==> src/rtl/hc595_pkg.sv <==
// Shared constants, FSM encoding and frame bit-order helpers for the 74HC595 serialiser.
package hc595_pkg;

  localparam int FRAME_BITS = 14;
  localparam int SEG_W      = 8;
  localparam int SEL_W      = 6;
  localparam int BIT_W      = 4;

  typedef enum logic [1:0] {
    IDLE  = 2'd0,
    SHIFT = 2'd1,
    LATCH = 2'd2
  } state_t;

  function automatic int half_of(input int clk_div);
    return clk_div / 2;
  endfunction

  // Frame is {seg, sel}: slots 0..7 carry seg LSB first, slots 8..13 carry sel MSB first.
  function automatic logic frame_bit(input logic [FRAME_BITS-1:0] frame,
                                     input logic [BIT_W-1:0]      slot);
    logic w_bit;
    if (slot < 4'd8) begin
      w_bit = frame[slot + 4'd6];
    end else begin
      w_bit = frame[4'd13 - slot];
    end
    return w_bit;
  endfunction

endpackage

==> src/rtl/hc595_slot_timer.sv <==
// Slot timing for the 595 serialiser: divides sys_clk into bit slots and counts slots per frame.
// Strobes announce the cycle that follows, so the consumer can register its outputs one cycle early.
module hc595_slot_timer
  import hc595_pkg::*;
#(
  parameter int CLK_DIV = 4
) (
  input  logic             i_clk,
  input  logic             i_rst_n,
  input  logic             i_run,
  input  logic             i_bit_en,
  output logic             o_slot_start,
  output logic             o_slot_half,
  output logic             o_slot_last,
  output logic             o_bit_last,
  output logic [BIT_W-1:0] o_cnt_bit
);

  localparam int               DIV_W        = (CLK_DIV > 1) ? $clog2(CLK_DIV) : 1;
  localparam logic [DIV_W-1:0] DIV_MAX      = DIV_W'(CLK_DIV - 1);
  localparam logic [DIV_W-1:0] DIV_PENULT   = DIV_W'(CLK_DIV - 2);
  localparam logic [DIV_W-1:0] DIV_PRE_HALF = DIV_W'(half_of(CLK_DIV) - 1);
  localparam logic [BIT_W-1:0] BIT_MAX      = BIT_W'(FRAME_BITS - 1);

  logic [DIV_W-1:0] r_cnt_div;
  logic [BIT_W-1:0] r_cnt_bit;
  logic             w_div_wrap;

  assign w_div_wrap = (r_cnt_div == DIV_MAX);

  // Divider and slot counters; both are held at zero while the FSM is idle.
  always_ff @(posedge i_clk or negedge i_rst_n) begin
    if (!i_rst_n) begin
      r_cnt_div <= '0;
      r_cnt_bit <= '0;
    end else if (!i_run) begin
      r_cnt_div <= '0;
      r_cnt_bit <= '0;
    end else begin
      r_cnt_div <= w_div_wrap ? '0 : r_cnt_div + 1'b1;
      if (i_bit_en && w_div_wrap) begin
        r_cnt_bit <= (r_cnt_bit == BIT_MAX) ? '0 : r_cnt_bit + 1'b1;
      end else begin
        r_cnt_bit <= r_cnt_bit;
      end
    end
  end

  assign o_slot_start = !i_run || w_div_wrap;
  assign o_slot_half  = i_run && (r_cnt_div == DIV_PRE_HALF);
  assign o_slot_last  = i_run && (r_cnt_div == DIV_PENULT);
  assign o_bit_last   = (r_cnt_bit == BIT_MAX);
  assign o_cnt_bit    = r_cnt_bit;

endmodule

==> src/rtl/hc595_ctrl.sv <==
// Continuous {seg, sel} serialiser for two cascaded 74HC595s: IDLE -> SHIFT x14 slots -> LATCH.
// Build option HC595_BLANK_EN keeps oe high (blanked) until the first frame has been latched.
module hc595_ctrl
  import hc595_pkg::*;
#(
  parameter int CLK_DIV = 4
) (
  input  logic             sys_clk,
  input  logic             sys_rst_n,
  input  logic [SEL_W-1:0] sel,
  input  logic [SEG_W-1:0] seg,
  output logic             ds,
  output logic             shcp,
  output logic             stcp,
  output logic             oe,
  output logic             frame_done
);

  state_t                r_state;
  state_t                w_state_nxt;
  logic [FRAME_BITS-1:0] r_shadow;
  logic [FRAME_BITS-1:0] w_shadow_nxt;
  logic                  r_ds;
  logic                  w_ds_nxt;
  logic                  r_shcp;
  logic                  w_shcp_nxt;
  logic                  r_stcp;
  logic                  w_stcp_nxt;
  logic                  r_frame_done;
  logic                  w_frame_done_nxt;
  logic                  r_oe;

  logic                  w_slot_start;
  logic                  w_slot_half;
  logic                  w_slot_last;
  logic                  w_bit_last;
  logic [BIT_W-1:0]      w_cnt_bit;

  hc595_slot_timer #(
    .CLK_DIV (CLK_DIV)
  ) u_slot_timer (
    .i_clk        (sys_clk),
    .i_rst_n      (sys_rst_n),
    .i_run        (r_state != IDLE),
    .i_bit_en     (r_state == SHIFT),
    .o_slot_start (w_slot_start),
    .o_slot_half  (w_slot_half),
    .o_slot_last  (w_slot_last),
    .o_bit_last   (w_bit_last),
    .o_cnt_bit    (w_cnt_bit)
  );

  // FSM state register.
  always_ff @(posedge sys_clk or negedge sys_rst_n) begin
    if (!sys_rst_n) begin
      r_state <= IDLE;
    end else begin
      r_state <= w_state_nxt;
    end
  end

  // Next state and next output levels, computed for the cycle the timer strobes announce.
  always_comb begin
    w_state_nxt      = r_state;
    w_shadow_nxt     = r_shadow;
    w_ds_nxt         = r_ds;
    w_shcp_nxt       = r_shcp;
    w_stcp_nxt       = r_stcp;
    w_frame_done_nxt = 1'b0;
    case (r_state)
      IDLE: begin
        w_state_nxt  = SHIFT;
        w_shadow_nxt = {seg, sel};
        w_ds_nxt     = frame_bit({seg, sel}, 4'd0);
        w_shcp_nxt   = 1'b0;
        w_stcp_nxt   = 1'b0;
      end
      SHIFT: begin
        w_stcp_nxt = 1'b0;
        if (w_slot_half) begin
          w_shcp_nxt = 1'b1;
        end else if (w_slot_start) begin
          w_shcp_nxt = 1'b0;
          if (w_bit_last) begin
            w_state_nxt = LATCH;
            w_ds_nxt    = 1'b0;
          end else begin
            w_ds_nxt = frame_bit(r_shadow, w_cnt_bit + 4'd1);
          end
        end else begin
          w_shcp_nxt = r_shcp;
        end
      end
      LATCH: begin
        w_ds_nxt         = 1'b0;
        w_shcp_nxt       = 1'b0;
        w_frame_done_nxt = w_slot_last;
        if (w_slot_half) begin
          w_stcp_nxt = 1'b1;
        end else if (w_slot_start) begin
          w_stcp_nxt  = 1'b0;
          w_state_nxt = IDLE;
        end else begin
          w_stcp_nxt = r_stcp;
        end
      end
      default: begin
        w_state_nxt = IDLE;
        w_ds_nxt    = 1'b0;
        w_shcp_nxt  = 1'b0;
        w_stcp_nxt  = 1'b0;
      end
    endcase
  end

  // Shadow copy of the frame and the registered 595 interface.
  always_ff @(posedge sys_clk or negedge sys_rst_n) begin
    if (!sys_rst_n) begin
      r_shadow     <= '0;
      r_ds         <= 1'b0;
      r_shcp       <= 1'b0;
      r_stcp       <= 1'b0;
      r_frame_done <= 1'b0;
    end else begin
      r_shadow     <= w_shadow_nxt;
      r_ds         <= w_ds_nxt;
      r_shcp       <= w_shcp_nxt;
      r_stcp       <= w_stcp_nxt;
      r_frame_done <= w_frame_done_nxt;
    end
  end

`ifdef HC595_BLANK_EN
  // Output enable: blanked from reset until the cycle after the first latched frame.
  always_ff @(posedge sys_clk or negedge sys_rst_n) begin
    if (!sys_rst_n) begin
      r_oe <= 1'b1;
    end else if (r_frame_done) begin
      r_oe <= 1'b0;
    end else begin
      r_oe <= r_oe;
    end
  end
`else
  // Output enable: permanently enabled.
  always_ff @(posedge sys_clk or negedge sys_rst_n) begin
    if (!sys_rst_n) begin
      r_oe <= 1'b0;
    end else begin
      r_oe <= 1'b0;
    end
  end
`endif

  assign ds         = r_ds;
  assign shcp       = r_shcp;
  assign stcp       = r_stcp;
  assign oe         = r_oe;
  assign frame_done = r_frame_done;

endmodule
==> config.mk <==
export PLATFORM = sky130hd
export DESIGN_NAME = hc595_ctrl
export DESIGN_NICKNAME = d
export VERILOG_FILES = /design/src/rtl/hc595_pkg.sv /design/src/rtl/hc595_slot_timer.sv /design/src/rtl/hc595_ctrl.sv
export SDC_FILE = /design/constraint.sdc
export NUM_CORES = 1
export LEC_CHECK = 0
export BUFFER_PORTS_ARGS = -buffer_cell sky130_fd_sc_hd__buf_2
export CORE_ASPECT_RATIO = 0.9
export CORE_UTILIZATION = 36
export CTS_CLUSTER_SIZE = 30
export DETAILED_ROUTE_END_ITERATION = 10
export PLACE_DENSITY = 0.64
export REMOVE_ABC_BUFFERS = 1
export SYNTH_ARGS = -nofsm -noshare
export SYNTH_HDL_FRONTEND = slang
export SYNTH_SLANG_ARGS = --single-unit
==> constraint.sdc <==
create_clock -name sys_clk -period 3.5 [get_ports sys_clk]
set_input_delay 0.175 -clock sys_clk [delete_from_list [all_inputs] [get_ports sys_clk]]
set_output_delay 0.175 -clock sys_clk [all_outputs]
set_load 0.01 [all_outputs]
## Word level (Yosys, flattened, before mapping)

Cells that the tools add are included.

- Input port bits: 16
- Word-level logic and storage cells: 63
- Flip-flop bits (word level): 26

- Reductions and logical operators: 9
- Multiplexer cells: 25
- Eq/ne operators: 14
- $add $sub $neg: 4
- Order comparisons: 3

Operator list:

| kind | number |
|---|---|
| $mux 2 | 7 |
| $mux 4 | 3 |
| $mux 1 | 11 |
| $lt 4x5->1 const B | 2 |
| $ne 2x2->1 const B | 5 |
| $bmux 1 s4 | 2 |
| $eq 2x2->1 const B | 3 |
| $pmux 2 s3 | 1 |
| $reduce_and 5->1 | 1 |
| $add 4x1->4 const B | 1 |
| $add 4x3->4 const B | 1 |
| $eq 2x1->1 const B | 2 |
| $eq 4x4->1 const B | 1 |
| $lt 4x4->1 const B | 1 |
| $sub 4x4->4 const A | 1 |
| $logic_and 1x1->1 | 3 |
| $ne 3x1->1 const B | 1 |
| $ne 3x3->1 const B | 1 |
| $add 2x1->2 const B | 1 |
| $logic_not 2->1 | 1 |
| $ne 2x1->1 const B | 1 |
| $pmux 1 s2 | 1 |
| $reduce_and 2->1 | 1 |
| $reduce_bool 2->1 | 1 |
| 2 further kinds | 2 |

## Depth between registers and ports, before layout

Gate-level depths: netlist of run 1.

- Depth in word-level cells: 9
- Mapped depth: 6

## Modules after synthesis

A second synthesis of run 1 with hierarchy kept.

- Cells, all modules: 106
- Area, all modules: 1,282.5 um^2

By module, submodules not included:

| module | times used | cells an instance | seq. area each (um^2) | area an instance (um^2) |
|---|---|---|---|---|
| hc595_ctrl | 1 | 70 | 500.5 | 932.1 |
| hc595_slot_timer | 1 | 36 | 150.1 | 350.3 |

## Worst setup path after synthesis of run 1

OpenSTA, ideal clock, no wires.

- Path type: flip-flop to flip-flop
- Start point: register u_slot_timer.r_cnt_bit[0] (netlist: u_slot_timer.o_cnt_bit[0])
- End point: register r_ds (netlist: ds)
- Clock period less this slack: 2.051 ns
- Data required time: 3.378 ns
- Stages on the path, launching flop included: 6
- Path buffers: 0
- Arrival: 1.930 ns
- Setup slack: 1.449 ns
- Setup time: 0.122 ns
- Path through: dfrtp_1 ha_1 xor2_1 mux4_2 a211o_1 a32o_1

- Word-level cells in the longest chain between the ends: 9
- Elaborated cells between the ends (all ways): 14

RTL lines:

| item | line | text |
|---|---|---|
| start, declared | hc595_slot_timer.sv:26 | `logic [BIT_W-1:0] r_cnt_bit;` |
| start signal, assigned | hc595_slot_timer.sv:42 | `r_cnt_bit <= (r_cnt_bit == BIT_MAX) ? '0 : r_cnt_bit + 1'b1;` |
| start signal, assigned | hc595_slot_timer.sv:44 | `r_cnt_bit <= r_cnt_bit;` |
| $add 4x1->4 | hc595_ctrl.sv:88 | `w_ds_nxt = frame_bit(r_shadow, w_cnt_bit + 4'd1);` |
| $sub 4x4->4 / $add 4x3->4 (equally long branches) | hc595_pkg.sv:26, hc595_pkg.sv:24 |  |
| $bmux 1 s4, on equally long branches | hc595_pkg.sv:26, hc595_pkg.sv:24 |  |
| $mux 1, on equally long branches | hc595_pkg.sv:26, hc595_pkg.sv:24 |  |
| $mux 1 | hc595_pkg.sv:23 | `if (slot < 4'd8) begin` |
| $mux 1 * | hc595_ctrl.sv:84 | `if (w_bit_last) begin` |
| $mux 1 * | hc595_ctrl.sv:82 | `end else if (w_slot_start) begin` |
| $mux 1 * | hc595_ctrl.sv:80 | `if (w_slot_half) begin` |
| $pmux 1 s2 * | hc595_ctrl.sv:70 | `case (r_state)` |
| end signal, assigned | hc595_ctrl.sv:126 | `r_ds <= w_ds_nxt;` |
| end, declared | hc595_ctrl.sv:23 | `logic r_ds;` |

Every way passes the cells marked *; elsewhere a longest branch is shown, timed or not. The select of a mux whose other input is x is not followed.
A chain may end at the register's enable or synchronous reset.

## Final worst setup path of run 1

Same ends and word-level chain as after synthesis.

==> flow_summary.rst, run 1 <==
.. list-table::
   :header-rows: 1

   * - Metric
     - Value
   * - Result of the run
     - finished, final reports clean
   * - Post-Synth Simple-Gate Area
     - 8.26%
   * - Crit-path max cell delay
     - 0.55 ns
   * - Resized cells post-CTS
     - 0
   * - Kind of cell adding the most delay to the critical path
     - compound AO/OA/AOI/OAI gates
   * - Max Cap Viol
     - 0
   * - Number of enable-type register cells in the synthesized netlist
     - 0
   * - Clock sink count
     - 26
   * - Starting Density
     - 39.1%
   * - Final cell area excluding filler cells
     - 0.00143 mm2
   * - Total iterations of the first detailed-routing run
     - 4
   * - Final worst setup slack
     - 1.12 ns
   * - Total standard cell area after synthesis
     - 0.00123 mm2
   * - Endpoint kind of the worst setup timing path
     - flop
   * - Fin crit period
     - 2.38 ns
   * - Maximum clock path buffer count
     - 2
   * - Placement Setup Slack
     - 1.13 ns
   * - Leading register cell type out of synthesis
     - sky130_fd_sc_hd__dfrtp_1
   * - Wire length of the first global-routing pass
     - 3860 um
   * - Latest clock arrival within the worst-skew pair
     - 0.27 ns
   * - Count of endpoints failing hold in the final timing report
     - 0
   * - Number of standard cells in the final layout excluding fillers
     - 163
   * - Fin crit share
     - 68.1%
   * - Post-layout net count
     - 143
   * - RSZ-0062 raised after global routing
     - false
   * - Final Util
     - 45.5%
   * - Leading cell type in the layout, fill and taps excluded
     - sky130_fd_sc_hd__dfrtp_1
   * - Area growth syn-to-layout
     - 16.3%
   * - Class of the most critical setup path
     - reg -> reg
   * - Leading cell types in the layout, fill and taps excluded
     - sky130_fd_sc_hd__dfrtp_1 (26), sky130_fd_sc_hd__buf_2 (19), sky130_fd_sc_hd__mux2_2 (15)
   * - Switching share of power
     - 20.8%
   * - Port bufs
     - 19
   * - Required arrival time at the worst endpoint
     - 3.66 ns
   * - Synth Area in Adders
     - 5.10%
   * - Syn Area/Cell
     - 12.3 um2
   * - Transition at the pin with the smallest max-transition slack
     - 0.567 ns
   * - Via count of the first global-routing pass
     - 902
   * - Cells after DPL
     - 158
   * - Ports placed on the boundary
     - 21
   * - Ratio of total power to cell area
     - 377 mW/mm2
   * - Sw power
     - 0.112 mW
   * - Cells traversed along the worst timing path
     - ha_1, xor2_1, mux4_2, a211o_1, a32o_1
   * - Die boundary height
     - 57.4 um
   * - Final setup violation count
     - 0
   * - Fraction of layout cells with a size suffix above 1
     - 35.5%
   * - Worst slew margin relative to its limit
     - 62.2%
   * - Synthesized-area fraction occupied by xor and xnor cells
     - 1.43%
   * - Number of remaining DRC errors
     - 0
   * - Via total after detailed routing
     - 796
   * - Antenna cell count
     - 0
   * - Placement Rows
     - 19
   * - Worst-case hold slack
     - 0.128 ns
   * - Clock input transition at the sequential cells of the worst setup and hold paths
     - 0.09 ns
   * - Hpwl dp
     - 1630 um
   * - Share of power burned in registers
     - 58.3%
   * - Flop2flop setup slack
     - 1.12 ns
   * - Critical path startpoint category
     - flop
   * - Portion of the post-synthesis area used by sequential elements
     - 53.0%
   * - Number of distinct standard cells referenced by the synthesized netlist
     - 28
   * - Static Leakage
     - 0.639 nW
   * - DRC marker count from the first detailed-route iteration
     - 10
   * - Core outline area
     - 0.00314 mm2
   * - Combinational share of power
     - 5.6%
   * - Clock share of power
     - 36.1%
   * - DR WL/cell
     - 13.3 um
   * - Slew Viols, Final
     - 0
   * - Via density per instance
     - 4.88
   * - Synthesized-area fraction occupied by ao, oa, aoi and oai cells
     - 7.24%
   * - Multiplexer share of the synthesized area
     - 20.9%
   * - Synthesized instance count
     - 100
   * - Internal cell power
     - 0.427 mW
   * - Width of the die
     - 63.6 um
   * - Routability cong.
     - 0.822
   * - Post-Route WL
     - 2160 um
   * - Largest family of logic cells by synthesized area
     - multiplexers
   * - Top fanout value on the critical path
     - 9
   * - Warning count from the yosys run
     - 0
   * - Clock root cell
     - sky130_fd_sc_hd__clkbuf_8
   * - Share of synthesized flip-flops with an asynchronous set or reset
     - 100%
   * - Worst min-delay path category
     - in -> reg
   * - Post-Route Skew
     - 0.00321 ns
   * - Die ar.
     - 0.00365 mm2
   * - Critical-path cell with the highest stage delay
     - sky130_fd_sc_hd__dfrtp_1
   * - Worst Path Arrival
     - 2.55 ns
   * - Highest clock rate
     - 420 MHz
   * - GRT Total Usage
     - 13.6%
   * - Buffering stage count on the worst path with inverters included
     - 0
   * - Placed cell area
     - 0.00136 mm2
   * - Final global-route overflow total
     - 0
   * - Initial antenna violation count
     - 0
   * - TNS Setup
     - 0 ns
   * - Count of H-tree levels built during CTS
     - 1
   * - Largest net degree at the start of global routing
     - 27
   * - CTS tree
     - yes
   * - Total CTS buffers
     - 3
   * - Flops & latches, synth
     - 26
   * - Maximum vdd ir drop
     - 0.000248 V
   * - Final total power
     - 0.539 mW
   * - Post-route antenna net violation count
     - 0
## routing by layer
layer | vias to the layer above | share of wire [%] | global-route usage, %
met2 | 15 | 52 | 25.2
met4 | 0 | 1.2 | 4.87
met3 | 4 | 3.0 | 2.40
met1 | 390 | 44 | 15.7
li1 | 387 | - | -
met5 | - | 0 | 0
## final timing paths
| check | start | endpoint | cells after the start |
|---|---|---|---|
| max in group asynchronous | sys_rst_n | u_slot_timer.o_cnt_bit[1]$_DFFE_PN0P_ | 2 |
| min reg2reg | u_slot_timer.r_cnt_div[0]$_DFF_PN0_ | u_slot_timer.r_cnt_div[0]$_DFF_PN0_ | 1 |
| min | sel[5] | r_shadow[5]$_DFFE_PN0P_ | 2 |
| max reg2reg | u_slot_timer.o_cnt_bit[0]$_DFFE_PN0P_ | ds$_DFFE_PN0P_ | 5 |
| min in group asynchronous | sys_rst_n | r_shadow[2]$_DFFE_PN0P_ | 2 |
| max | u_slot_timer.o_cnt_bit[0]$_DFFE_PN0P_ | ds$_DFFE_PN0P_ | 5 |
## synthesized netlist by cell type (2+ instances only)
cell / n / area share (%)
sky130_fd_sc_hd__clkbuf_1: 2 / 0.61
sky130_fd_sc_hd__nor3_1: 2 / 0.82
sky130_fd_sc_hd__inv_1: 7 / 2.1
sky130_fd_sc_hd__o21ai_0: 3 / 1.2
sky130_fd_sc_hd__nand2_1: 6 / 1.8
sky130_fd_sc_hd__xor2_1: 2 / 1.4
sky130_fd_sc_hd__mux2i_1: 2 / 1.6
sky130_fd_sc_hd__nand3_1: 2 / 0.82
sky130_fd_sc_hd__nor2_1: 7 / 2.1
sky130_fd_sc_hd__mux4_2: 3 / 5.5
sky130_fd_sc_hd__dfrtp_1: 26 / 53
sky130_fd_sc_hd__a21oi_1: 3 / 1.2
sky130_fd_sc_hd__a21o_1: 2 / 1.2
sky130_fd_sc_hd__mux2_2: 15 / 14
sky130_fd_sc_hd__ha_1: 5 / 5.1
## state kept, by name (all words and copies together) (netlist names)
| register | flops |
|---|---|
| ds | 1 |
| frame_done | 1 |
| r_shadow | 14 |
| r_state | 2 |
| shcp | 1 |
| stcp | 1 |
| u_slot_timer.o_cnt_bit | 4 |
| u_slot_timer.r_cnt_div | 2 |
## area by class of cell
type,instances,area (um2)
fill,309,1710
sequential,26,651
multi-input combinational,63,531
timing repair buffer,21,113
clock buffer,4,55.1
tap,42,52.6
inverter,7,26.3
## power by group through the flow
stage	clock network (mW)	logic, mW	registers, mW
floorplan	0	0.0135	0.318
global placement	0	0.0288	0.320
detailed placement	0	0.0300	0.320
CTS	0.199	0.0311	0.314
global route	0.208	0.0344	0.315
finish	0.195	0.0300	0.314
## cells by family after synthesis
group | after synthesis
xor gates and xnor gates | 2
buffers and inverters | 11
and+or+nand+nor | 22
adders and majority gates | 5
muxes | 20
DFF | 26
other | 1
AOI/OAI and AO/OA | 13
## what timing repair did
action,4_1_cts,5_1_grt
hold buffers,1,0
buffers inserted,0,0
hold endpoints to repair,26,0
(Power assumes the default switching activity.)
==> inputs of run 2 (changes only) <==
==> constraint.sdc (replaced) <==
create_clock -name sys_clk -period 2.22 [get_ports sys_clk]
set_input_delay 0.111 -clock sys_clk [delete_from_list [all_inputs] [get_ports sys_clk]]
set_output_delay 0.111 -clock sys_clk [all_outputs]
set_load 0.01 [all_outputs]
==> run 2 against run 1 <==
  * Cell count is 1.8% higher
  * Combinational power is 56% higher
  * Global-route usage is 0.55 points higher
  * Non-clock buffer count is 3 higher
  * Largest power group unchanged
  * Total power is 56% higher
  * Maximum frequency is 16% higher
==> flow_summary.rst, run 2 (synthesis gave the netlist of run 1 again) <==
.. list-table::
   :header-rows: 1

   * - Metric
     - Value
   * - Clock input transition at the sequential cells of the worst setup and hold paths
     - 0.09 ns (about the same)
   * - Initial antenna violation count
     - 0 (unchanged)
   * - Via density per instance
     - 4.92 (+0.78%)
   * - Transition at the pin with the smallest max-transition slack
     - 0.564 ns (-0.00284 ns)
   * - Critical path startpoint category
     - flop
   * - Endpoint kind of the worst setup timing path
     - flop
   * - Ports placed on the boundary
     - 21 (unchanged)
   * - Post-Route WL
     - 2150 um (-0.79%)
   * - Largest net degree at the start of global routing
     - 27 (unchanged)
   * - Total CTS buffers
     - 3 (unchanged)
   * - Post-route antenna net violation count
     - 0 (unchanged)
   * - Number of filler cells placed in the layout
     - 295 (-4.5%)
   * - Ratio of total power to cell area
     - 576 mW/mm2 (+53%)
   * - Worst-case hold slack
     - 0.0683 ns (-0.0600 ns)
   * - Required arrival time at the worst endpoint
     - 2.38 ns (-1.28 ns)
   * - Antenna cell count
     - 0 (unchanged)
   * - Routability cong.
     - 0.848 (+3.2%)
   * - Hpwl dp
     - 1640 um (+0.37%)
   * - TNS Setup
     - 0 ns (unchanged)
   * - DRC marker count from the first detailed-route iteration
     - 8 (-2)
   * - DR WL/cell
     - 12.9 um (-2.6%)
   * - Count of endpoints failing hold in the final timing report
     - 0 (unchanged)
   * - Die ar.
     - 0.00365 mm2 (unchanged)
   * - Final global-route overflow total
     - 0 (unchanged)
   * - Count of H-tree levels built during CTS
     - 1 (unchanged)
   * - Clock sink count
     - 26 (unchanged)
   * - Core outline area
     - 0.00314 mm2 (unchanged)
   * - Port bufs
     - 19 (unchanged)
   * - Starting Density
     - 39.1% (unchanged)
   * - Leading cell types in the layout, fill and taps excluded
     - sky130_fd_sc_hd__dfrtp_1 (26), sky130_fd_sc_hd__buf_2 (19), sky130_fd_sc_hd__mux2_2 (15)
   * - Static Leakage
     - 0.656 nW (+2.7%)
   * - R2R Path Start
     - u_slot_timer.o_cnt_bit[1]$_DFFE_PN0P_
   * - Via total after detailed routing
     - 817 (+2.6%)
   * - Fin crit share
     - 92.5% (+24 points)
   * - Width of the die
     - 63.6 um (unchanged)
   * - Post-layout net count
     - 146 (+2.1%)
   * - Worst Path Arrival
     - 2.22 ns (-0.33 ns)
   * - Number of remaining DRC errors
     - 0 (unchanged)
   * - CTS tree
     - yes
   * - Endpoint of the lowest-slack register-to-register path
     - ds$_DFFE_PN0P_
   * - Top fanout value on the critical path
     - 4 (-5)
   * - Result of the run
     - finished, final reports clean
   * - Number of flip-flops in the largest register
     - 14 (unchanged)
   * - Reg2reg path depth
     - 5 (unchanged)
   * - Highest clock rate
     - 487 MHz (+16%)
   * - Class of the most critical setup path
     - reg -> reg
   * - Critical Path Sink
     - ds$_DFFE_PN0P_
   * - Post-CTS setup buffers
     - 0 (unchanged)
   * - Maximum clock path buffer count
     - 2 (unchanged)
   * - Placement Rows
     - 19 (unchanged)
   * - Total iterations of the first detailed-routing run
     - 3 (-1)
   * - Worst min-delay path category
     - in -> reg
   * - Via count of the first global-routing pass
     - 883 (-2.1%)
   * - Area growth syn-to-layout
     - 18.8%
   * - Fraction of layout cells with a size suffix above 1
     - 37.9% (+2.4 points)
   * - Max Cap Viol
     - 0 (unchanged)
   * - GRT Total Usage
     - 14.2% (+0.55 points)
   * - Maximum vdd ir drop
     - 0.000301 V (+22%)
   * - Clock root cell
     - sky130_fd_sc_hd__clkbuf_8
   * - Flop2flop setup slack
     - 0.17 ns (-0.95 ns)
   * - Launch point of the critical path
     - u_slot_timer.o_cnt_bit[1]$_DFFE_PN0P_
   * - Start point of the worst min-delay path
     - seg[1]
   * - Die boundary height
     - 57.4 um (unchanged)
   * - Register bank with the most flops
     - r_shadow
   * - Fin crit period
     - 2.05 ns (-0.331 ns)
   * - Leading cell type in the layout, fill and taps excluded
     - sky130_fd_sc_hd__dfrtp_1
   * - Slew Viols, Final
     - 0 (unchanged)
   * - Final setup violation count
     - 0 (unchanged)
   * - RSZ-0062 raised after global routing
     - false
   * - Wire length of the first global-routing pass
     - 4020 um (+4.1%)
   * - Post-Route Skew
     - 0.00727 ns (+0.00406 ns)
   * - Latest clock arrival within the worst-skew pair
     - 0.27 ns (about the same)
   * - Worst slew margin relative to its limit
     - 62.4% (+0.19 points)
## run 2: cell count changes in the layout (fill, tap and decap cells not counted)
cell and delta:
sky130_fd_sc_hd__xor2_1 -1, sky130_fd_sc_hd__buf_4 +3, sky130_fd_sc_hd__xor2_2 +1
## run 2: power breakdown
| part | total [mW] | internal, mW | switching (mW) |
|---|---|---|---|
| Combinational | 0.0468 | 0.0275 | 0.0194 |
| Clock | 0.299 | 0.158 | 0.140 |
| Sequential | 0.495 | 0.487 | 0.00773 |
| Total | 0.840 | 0.673 | 0.167 |
## run 2: layout make-up
class                      instances  area [um2]  share of cell area (%)
clock buffer                       4        55.1                    3.78
tap                               42        52.6                    3.61
inverter                           7        26.3                    1.80
sequential                        26         651                    44.6
timing repair buffer              24         135                    9.27
multi-input combinational         63         538                    36.9
## run 2: how the worst min path moves through the flow
stage,slack (ns),end,cells past startpoint
after floorplan,-0.18,ds$_DFFE_PN0P_,0
after global placement,0.13,r_shadow[2]$_DFFE_PN0P_,1
after detailed placement,0.14,r_shadow[1]$_DFFE_PN0P_,1
after CTS,0.07,r_shadow[1]$_DFFE_PN0P_,2
after global routing,0.06,r_shadow[7]$_DFFE_PN0P_,2
final,0.07,r_shadow[7]$_DFFE_PN0P_,2
## run 2: layer usage
| layer | wire, um | global-route usage (%) | vias up |
|---|---|---|---|
| met5 | 0 | 0 | - |
| met4 | 36 | 7.79 | 0 |
| li1 | - | - | 394 |
| met1 | 968 | 17.0 | 403 |
| met3 | 54 | 2.00 | 4 |
| met2 | 1090 | 24.6 | 16 |
## run 2: per-stage QoR
step                      utilization, %  instances  setup WS (ns)  cell area (um2)  total power [mW]
after floorplan                        -         96         0.0228             1210             0.523
after global placement              44.1        161          0.179             1390             0.549
after detailed placement            44.1        161         0.0990             1390             0.551
after CTS                           46.2        166         0.0819             1450             0.851
after global routing                46.5        166         0.0509             1460             0.882
final                               46.5        166          0.167             1460             0.840
## run 2: worst max-delay path, cell delays in order, from the launching register on
cell	delay [ns]
sky130_fd_sc_hd__dfrtp_1	0.42
sky130_fd_sc_hd__ha_1	0.24
sky130_fd_sc_hd__xor2_2	0.22
sky130_fd_sc_hd__mux4_2	0.53
sky130_fd_sc_hd__a211o_1	0.29
sky130_fd_sc_hd__a32o_1	0.25
## run 2: timing repair
| action | CTS | global route |
|---|---|---|
| gates resized for setup | 0 | 1 |
| hold buffers | 1 | 0 |
| setup endpoints to repair | 0 | 1 |
| endpoints found under the hold margin | 26 | 0 |
==> inputs of run 3 (changes only) <==
--- a/config.mk
+++ b/config.mk
@@ -10,7 +10,7 @@
 export CORE_UTILIZATION = 36
 export CTS_CLUSTER_SIZE = 30
 export DETAILED_ROUTE_END_ITERATION = 10
-export PLACE_DENSITY = 0.64
+export PLACE_DENSITY = 0.65
 export REMOVE_ABC_BUFFERS = 1
 export SYNTH_ARGS = -nofsm -noshare
 export SYNTH_HDL_FRONTEND = slang
==> constraint.sdc (replaced) <==
create_clock -name sys_clk -period 2.22 [get_ports sys_clk]
set_input_delay 0 -clock sys_clk [delete_from_list [all_inputs] [get_ports sys_clk]]
set_output_delay 0 -clock sys_clk [all_outputs]
set_load 0.01 [all_outputs]
==> run 3 against run 2 <==
  * Core utilization is 4.7 points higher
  * Wire length is 9.9% higher
  * Setup slack worse by 0.058 ns
  * First-iteration DRC count is 13% lower
  * Sequential power hardly changed
  * Register-to-register slack worse by 0.06 ns
  * Non-clock buffer count is 14 higher
  * Critical path type unchanged
  * Largest cell class unchanged
==> flow_summary.rst, run 3 (synthesis gave the netlist of run 1 again) <==
.. list-table::
   :header-rows: 1

   * - Metric
     - Value
   * - Result of the run
     - finished, final reports clean
   * - Flop2flop setup slack
     - 0.11 ns (-0.06 ns)
   * - DRC marker count from the first detailed-route iteration
     - 7 (-1)
   * - Placement Rows
     - 19 (unchanged)
   * - TNS Setup
     - 0 ns (unchanged)
   * - Required arrival time at the worst endpoint
     - 2.38 ns (about the same)
   * - Share of power burned in registers
     - 51.9% (-7.0 points)
   * - RSZ-0062 raised after global routing
     - false
   * - Maximum vdd ir drop
     - 0.000583 V (+94%)
   * - Starting Density
     - 39.1% (unchanged)
   * - Crit-path max cell delay
     - 0.54 ns (about the same)
   * - R2R Path Start
     - u_slot_timer.o_cnt_bit[1]$_DFFE_PN0P_
   * - Max Cap Viol
     - 0 (unchanged)
   * - Number of flip-flops in the largest register
     - 14 (unchanged)
   * - Switching share of power
     - 19.1% (-0.84 points)
   * - Post-route antenna net violation count
     - 0 (unchanged)
   * - Routability cong.
     - 0.845 (-0.41%)
   * - Antenna cell count
     - 0 (unchanged)
   * - Core outline area
     - 0.00314 mm2 (unchanged)
   * - Combinational share of power
     - 7.1% (+1.5 points)
   * - CTS tree
     - yes
   * - Critical-path cell with the highest stage delay
     - sky130_fd_sc_hd__mux4_2
   * - Fin crit period
     - 2.11 ns (+0.0579 ns)
   * - Post-CTS setup buffers
     - 0 (unchanged)
   * - Resized cells post-CTS
     - 0 (unchanged)
   * - Number of remaining DRC errors
     - 0 (unchanged)
   * - Endpoint of the lowest-slack register-to-register path
     - ds$_DFFE_PN0P_
   * - Initial antenna violation count
     - 0 (unchanged)
   * - Leading cell types in the layout, fill and taps excluded
     - sky130_fd_sc_hd__dfrtp_1 (26), sky130_fd_sc_hd__buf_2 (19), sky130_fd_sc_hd__mux2_2 (15), sky130_fd_sc_hd__dlygate4sd3_1 (15)
   * - GRT Total Usage
     - 15.0% (+0.83 points)
   * - Fin crit share
     - 95.1% (+2.6 points)
   * - Class of the most critical setup path
     - reg -> reg
   * - Largest net degree at the start of global routing
     - 27 (unchanged)
   * - Worst min-delay path category
     - in -> async
   * - Ratio of total power to cell area
     - 594 mW/mm2 (+3.0%)
   * - Register bank with the most flops
     - r_shadow
   * - Maximum clock path buffer count
     - 2 (unchanged)
   * - Hpwl dp
     - 1670 um (+2.0%)
   * - Clock share of power
     - 41.1% (+5.6 points)
   * - Die boundary height
     - 57.4 um (unchanged)
   * - Area growth syn-to-layout
     - 30.9%
   * - Width of the die
     - 63.6 um (unchanged)
   * - Leading cell type in the layout, fill and taps excluded
     - sky130_fd_sc_hd__dfrtp_1
   * - Final global-route overflow total
     - 0 (unchanged)
   * - Slew Viols, Final
     - 0 (unchanged)
   * - Port bufs
     - 19 (unchanged)
   * - Post-Route Skew
     - 0.00683 ns (-0.000438 ns)
   * - Final cell area excluding filler cells
     - 0.00161 mm2 (+10%)
   * - Clock root cell
     - sky130_fd_sc_hd__clkbuf_8
   * - Post-layout net count
     - 160 (+9.6%)
   * - Via total after detailed routing
     - 867 (+6.1%)
   * - Fraction of layout cells with a size suffix above 1
     - 33.3% (-4.6 points)
   * - Post-Route WL
     - 2360 um (+9.9%)
   * - Count of hold buffers inserted by post-cts repair
     - 15 (+14)
   * - DR WL/cell
     - 13.1 um (+1.4%)
   * - Via count of the first global-routing pass
     - 989 (+12%)
   * - Clock input transition at the sequential cells of the worst setup and hold paths
     - 0.09 ns (about the same)
   * - Count of endpoints failing hold in the final timing report
     - 0 (unchanged)
   * - Via density per instance
     - 4.82 (-2.1%)
   * - Wire length of the first global-routing pass
     - 4220 um (+5.0%)
   * - Final setup violation count
     - 0 (unchanged)
   * - Sw power
     - 0.182 mW (+8.7%)
   * - Latest clock arrival within the worst-skew pair
     - 0.27 ns (about the same)
   * - Reg2reg path depth
     - 5 (unchanged)
   * - Placed cell area
     - 0.00139 mm2 (unchanged)
   * - Total iterations of the first detailed-routing run
     - 4 (+1)
   * - Die ar.
     - 0.00365 mm2 (unchanged)
   * - Clock sink count
     - 26 (unchanged)
   * - Worst slew margin relative to its limit
     - 62.1% (-0.30 points)
   * - Top fanout value on the critical path
     - 4 (unchanged)
   * - Internal cell power
     - 0.772 mW (+15%)
   * - Count of H-tree levels built during CTS
     - 1 (unchanged)
   * - Total CTS buffers
     - 3 (unchanged)
   * - Cells traversed along the worst timing path
     - ha_1, xor2_1, mux4_2, a211o_1, a32o_1
   * - Highest clock rate
     - 474 MHz (-2.7%)
   * - Critical path startpoint category
     - flop
   * - Static Leakage
     - 0.719 nW (+9.7%)
   * - Transition at the pin with the smallest max-transition slack
     - 0.569 ns (+0.00453 ns)
   * - Endpoint kind of the worst setup timing path
     - flop
   * - Worst Path Arrival
     - 2.27 ns (+0.05 ns)
   * - Ports placed on the boundary
     - 21 (unchanged)
## run 3: cell count changes in the layout (fill, tap and decap cells not counted)
| cell | change |
|---|---|
| sky130_fd_sc_hd__dlygate4sd3_1 | +14 |
| sky130_fd_sc_hd__xor2_1 | +1 |
| sky130_fd_sc_hd__clkbuf_8 | -1 |
| sky130_fd_sc_hd__xor2_2 | -1 |
| sky130_fd_sc_hd__bufinv_16 | +1 |
## run 3: critical path: cells and delay by family, from the launching register on
kind / cells / cell delay, ns
AO/OA/AOI/OAI: 2 / 0.55
XOR/XNOR: 1 / 0.26
adder cells (fa/ha/maj): 1 / 0.23
flip-flops: 1 / 0.42
multiplexers: 1 / 0.54
## run 3: how the worst max path moves through the flow
stage	start	slack, ns	cells past startpoint	to
2_1_floorplan	u_slot_timer.o_cnt_bit[0]$_DFFE_PN0P_	0.02	5	ds$_DFFE_PN0P_
3_3_place_gp	u_slot_timer.o_cnt_bit[1]$_DFFE_PN0P_	0.18	5	ds$_DFFE_PN0P_
3_5_place_dp	u_slot_timer.o_cnt_bit[1]$_DFFE_PN0P_	0.13	5	ds$_DFFE_PN0P_
4_1_cts	u_slot_timer.o_cnt_bit[1]$_DFFE_PN0P_	0.11	5	ds$_DFFE_PN0P_
5_1_grt	u_slot_timer.o_cnt_bit[1]$_DFFE_PN0P_	0.001	5	ds$_DFFE_PN0P_
6_report	u_slot_timer.o_cnt_bit[1]$_DFFE_PN0P_	0.11	5	ds$_DFFE_PN0P_
## run 3: layout make-up
cell class	count	area, um2
inverter	7	26.3
multi-input combinational	63	531
fill	280	1530
sequential	26	651
clock inverter	1	30.0
tap	42	52.6
timing repair buffer	38	275
clock buffer	3	41.3
## run 3: per-stage QoR
stage          total power, mW  cells  utilization (%)  hold slack [ns]  worst slack [ns]
2_1_floorplan            0.523     96                -           -0.296            0.0228
3_3_place_gp             0.549    161             44.1           0.0217             0.181
3_5_place_dp             0.552    161             44.1           0.0284             0.127
4_1_cts                  0.955    180             51.2            0.265             0.106
5_1_grt                  0.984    180             51.2            0.314          0.000969
6_report                 0.954    180             51.2            0.250             0.109
## run 3: power groups by stage
stage	registers, mW	clock network (mW)	logic (mW)
2_1_floorplan	0.502	0	0.0214
3_3_place_gp	0.504	0	0.0451
3_5_place_dp	0.504	0	0.0475
4_1_cts	0.495	0.392	0.0679
5_1_grt	0.497	0.412	0.0754
6_report	0.495	0.392	0.0674
## run 3: routing by layer
| metal | vias up | GRT usage [%] | wire length, um |
|---|---|---|---|
| met4 | 0 | 5.52 | 21 |
| li1 | 422 | - | - |
| met1 | 429 | 17.2 | 986 |
| met3 | 2 | 2.20 | 48 |
| met2 | 14 | 28.3 | 1300 |
| met5 | - | 0 | 0 |
